**config.mk**
```make
export PLATFORM = sky130hd
export DESIGN_NAME = wallace_mac_acc
export DESIGN_NICKNAME = d
export VERILOG_FILES = /design/src/rtl/wallace_mac_acc.sv
export SDC_FILE = /design/constraint.sdc
export NUM_CORES = 1
export LEC_CHECK = 0
export BUFFER_PORTS_ARGS = -buffer_cell sky130_fd_sc_hd__buf_2
export CAP_MARGIN = 20
export CORE_MARGIN = 2
export CORE_UTILIZATION = 55
export CTS_BUF_LIST = sky130_fd_sc_hd__clkbuf_4
export DETAILED_ROUTE_END_ITERATION = 10
export GPL_ROUTABILITY_DRIVEN = 0
export GPL_TIMING_DRIVEN = 0
export PLACE_DENSITY_LB_ADDON = 0.15
export SLEW_MARGIN = 5
export SYNTH_ARGS = -nofsm -noshare
export SYNTH_HDL_FRONTEND = slang
export SYNTH_SLANG_ARGS = --single-unit
```
**constraint.sdc**
```tcl
create_clock -name clk -period 5.51 [get_ports clk]
set_input_delay 0.551 -clock clk [delete_from_list [all_inputs] [get_ports clk]]
set_output_delay 0.551 -clock clk [all_outputs]
set_load 0.05 [all_outputs]
```
**src/rtl/wallace_mac_acc.sv**
```systemverilog
// Multiply-accumulate back end: sums N_TERMS unsigned 8-bit products per frame
// and hands the finished sum downstream over a valid/ready port.
module wallace_mac_acc #(
  parameter int ACC_W   = 16,
  parameter int N_TERMS = 4,
  localparam int CNT_W  = $clog2(N_TERMS + 1)
) (
  input  logic             clk,
  input  logic             rst,
  input  logic             clear,
  input  logic             in_valid,
  output logic             in_ready,
  input  logic [7:0]       prod,
  output logic             out_valid,
  input  logic             out_ready,
  output logic [ACC_W-1:0] acc_out,
  output logic             ovf,
  output logic [CNT_W-1:0] term_cnt
);

  localparam logic [CNT_W-1:0] LAST_CNT = CNT_W'(N_TERMS - 1);

  typedef enum logic {
    ST_ACC  = 1'b0,
    ST_DONE = 1'b1
  } state_e;

  state_e           state_q, state_d;
  logic [ACC_W-1:0] acc_q, acc_d;
  logic             ovf_q, ovf_d;
  logic [CNT_W-1:0] cnt_q, cnt_d;
  logic [ACC_W:0]   sum_s;

  // Next-state logic; clear beats both the accept and the output handshake.
  always_comb begin
    sum_s   = {1'b0, acc_q} + {{(ACC_W + 1 - 8){1'b0}}, prod};
    state_d = state_q;
    acc_d   = acc_q;
    ovf_d   = ovf_q;
    cnt_d   = cnt_q;
    if (clear) begin
      state_d = ST_ACC;
      acc_d   = '0;
      ovf_d   = 1'b0;
      cnt_d   = '0;
    end else begin
      case (state_q)
        ST_ACC: begin
          if (in_valid) begin
            acc_d = sum_s[ACC_W-1:0];
            ovf_d = ovf_q | sum_s[ACC_W];
            cnt_d = cnt_q + CNT_W'(1);
            if (cnt_q == LAST_CNT) begin
              state_d = ST_DONE;
            end else begin
              state_d = ST_ACC;
            end
          end else begin
            state_d = ST_ACC;
          end
        end
        ST_DONE: begin
          if (out_ready) begin
            state_d = ST_ACC;
            acc_d   = '0;
            ovf_d   = 1'b0;
            cnt_d   = '0;
          end else begin
            state_d = ST_DONE;
          end
        end
        default: begin
          state_d = ST_ACC;
          acc_d   = '0;
          ovf_d   = 1'b0;
          cnt_d   = '0;
        end
      endcase
    end
  end

  // State and datapath registers with synchronous reset.
  always_ff @(posedge clk) begin
    if (rst) begin
      state_q <= ST_ACC;
      acc_q   <= '0;
      ovf_q   <= 1'b0;
      cnt_q   <= '0;
    end else begin
      state_q <= state_d;
      acc_q   <= acc_d;
      ovf_q   <= ovf_d;
      cnt_q   <= cnt_d;
    end
  end

  assign in_ready  = (state_q == ST_ACC);
  assign out_valid = (state_q == ST_DONE);
  assign acc_out   = acc_q;
  assign ovf       = ovf_q;
  assign term_cnt  = cnt_q;

endmodule
```
==> impl_metrics.ini <==
[setup_path]
worst_path_most_repeated_cell = a21oi_1
crit_chain = ha_1 > inv_1 > fa_1 > nand2b_1 > a21oi_1 > a21oi_1 > or4_1 > nand2_1
worst_setup_path_start_kind = flip-flop
cp.required_ps = 5770
endpoint_kind = flip-flop
critPathSlowestCell = or4_1
path_max_fanout = 9
crit_path_max_incr_delay_ps = 520
cp.arrival_ps = 2620
critPathKind = flip-flop to flip-flop

[placed_design]
dpl.hpwl_um = 2090
io_buffers = 34
dp_cells = 201

[timing]
clock_skew_ps = 2.90
finalCriticalPeriod_ps = 2360
final_max_slew_viol_count = 0
rsz0062_at_grt = no
period_share_pct = 42.9
relSlewSlack_pct = 52.8
final.setup.tns_ps = 0
clock.fmax_mhz = 423
finalHoldViolCount = 0
setup_viol = 0
worst_pin_slew_ps = 708

[logic_synthesis]
avgSynthCellArea_sq_um = 8.45
ys_warn_count = 0
synth_edf_count = 0
ys_seq_area_share_pct = 35.6
ys_types = 28
synth_seq_cells = 21
synth_nets = 164
synthTopCellsByCount = dfxtp_1, nor2_1, a21oi_1
ys_async_sr_fraction_pct = 0
synthCells = 140
yosys_most_used_dff = dfxtp_1
yosysTopAreaCellShare_pct = 35.6
yosys-top-cells-area = dfxtp_1, ha_1, nor2_1
yosys.area.top_type = dfxtp_1
syn_area_sq_um = 1180

[detailed_routing]
via_per_inst = 5.73
drtIter0Drc = 16
num_vias = 1175
wirelength_um = 2720
dr.pass1.iters = 4
antenna_left = 0
route.detailed.drc = 0
routedWlPerCell_um = 13.3

[cells_and_area]
area_growth_pct = 19.6
seq_area_sq_um = 420
fin_util_pct = 70.6
multi_input_area_sq_um = 736
fin_nets = 203
diodes = 0
drive_gt1_share_pct = 21.9
stdcell_count = 205
fillers = 196

[clock_tree]
ctsHoldBuffers = 0
cts_buffers = 3
path_clk_slew_ps = 130
cts_tree = done
h-tree-depth = 1
clkLatencyLatePin_ps = 300
cts-root-buf = clkbuf_4
cts_buffer_depth = 2
cts_sinks = 21
postCtsResizedCells = 0
cts_post_setup_buffers_inserted = 0

[grt]
grt_usage_pct = 22.5
grt_pass1_vias = 1017
grt_pass1_wl_um = 4390
grt_overflow = 0
grt_max_degree = 13
antenna_found_initial = 0

[floorplan]
io_pins = 35
dieArea_sq_um = 2540
die_y_um = 50.4
start_util_pct = 59.1
row_count = 16
coreArea_sq_um = 2000
fp.dieW_um = 50.4

[min_path]
hp-class = flip-flop to flip-flop

[power_and_ir_drop]
power_leakage_nw = 0.623
ir_worst_vdd_uv = 132
powerDensity_nw_per_um2 = 208

[status]
status = finished clean

[run]
drv_cap = 0
==> logic make-up after synthesis <==
logic type	after synthesis	synth area share (%)
DFF	21	35.6
and+or+nand+nor	51	20.0
xor gates and xnor gates	8	5.93
adders and majority gates	11	12.3
buffers and inverters	7	2.22
AOI/OAI and AO/OA	41	23.2
muxes	1	0.847
==> stage by stage <==
stage / setup slack (ps) / power (W) / hold WS [ps] / area, sq um
3_5_place_dp: 2930 / 0.000219 / 445 / 1390
2_1_floorplan: 3030 / 0.000203 / 673 / 1180
6_report: 3150 / 0.000294 / 466 / 1410
3_3_place_gp: 2960 / 0.000217 / 430 / 1390
5_1_grt: 2970 / 0.000306 / 493 / 1410
4_1_cts: 3150 / 0.000296 / 470 / 1410
==> final timing paths <==
path / cells after the start / from / end / slack [ps]
worst max-delay path: 8 / acc_out[0] / acc_out[14] / 3150
worst min register to register: 2 / ovf / ovf / 470
worst max register to register: 8 / acc_out[0] / acc_out[14] / 3150
worst min-delay path: 2 / ovf / ovf / 470
==> routing by layer <==
layer	vias to the layer above	GRT usage [%]	share of wire [%]
met3	7	5.06	5.7
met2	35	37.9	47
met5	-	0	0
li1	586	-	-
met4	0	9.01	1.8
met1	547	27.6	45
==> registers in the layout, summed over array words and instances, names as in the netlist <==
| signal | cells |
|---|---|
| term_cnt | 3 |
| ovf | 1 |
| acc_out | 16 |
| out_valid | 1 |
==> cell usage in the layout (no fill, tap or decap), types with 2 or more instances in the layout <==
cell,synthesis,layout
o211ai_1,7,7
nand2_1,11,11
nor2b_1,2,2
buf_2,0,34
o21ai_0,4,4
a22oi_1,3,3
o21ai_1,2,2
xnor2_1,3,3
nand2b_1,7,7
xor2_1,5,5
ha_1,10,10
nor2_1,21,21
a211oi_1,2,2
o31ai_1,5,5
dfxtp_1,21,21
a32o_1,4,4
clkbuf_4,0,3
a21oi_1,12,12
nand3_1,5,5
clkbuf_1,2,2
inv_1,5,5
==> critical path, delay by kind of cell, from the launching register on <==
| family | cells | cell delay (ps) |
|---|---|---|
| AND/OR/NAND/NOR | 3 | 810 |
| adder cells (fa/ha/maj) | 2 | 590 |
| buffers and inverters | 1 | 60 |
| AO/OA/AOI/OAI | 2 | 470 |
| flip-flops | 1 | 380 |
==> where the power goes <==
| part | switching (W) | total, W | internal, W |
|---|---|---|---|
| combinational | 0.0000387 | 0.0000590 | 0.0000203 |
| clock | 0.0000501 | 0.0000772 | 0.0000271 |
| sequential | 0.00000254 | 0.000157 | 0.000155 |
==> area by class of cell <==
type / count / area share (%)
inverters: 5 / 1.33
clock buffers: 3 / 1.59
well taps: 27 / 2.39
multi-input cells: 112 / 52.0
flip-flops and latches: 21 / 29.7
repair buffers: 34 / 12.0
plain buffers: 2 / 0.531
clock inverters: 1 / 0.354
No activity file was read; power rests on OpenSTA's default activity.
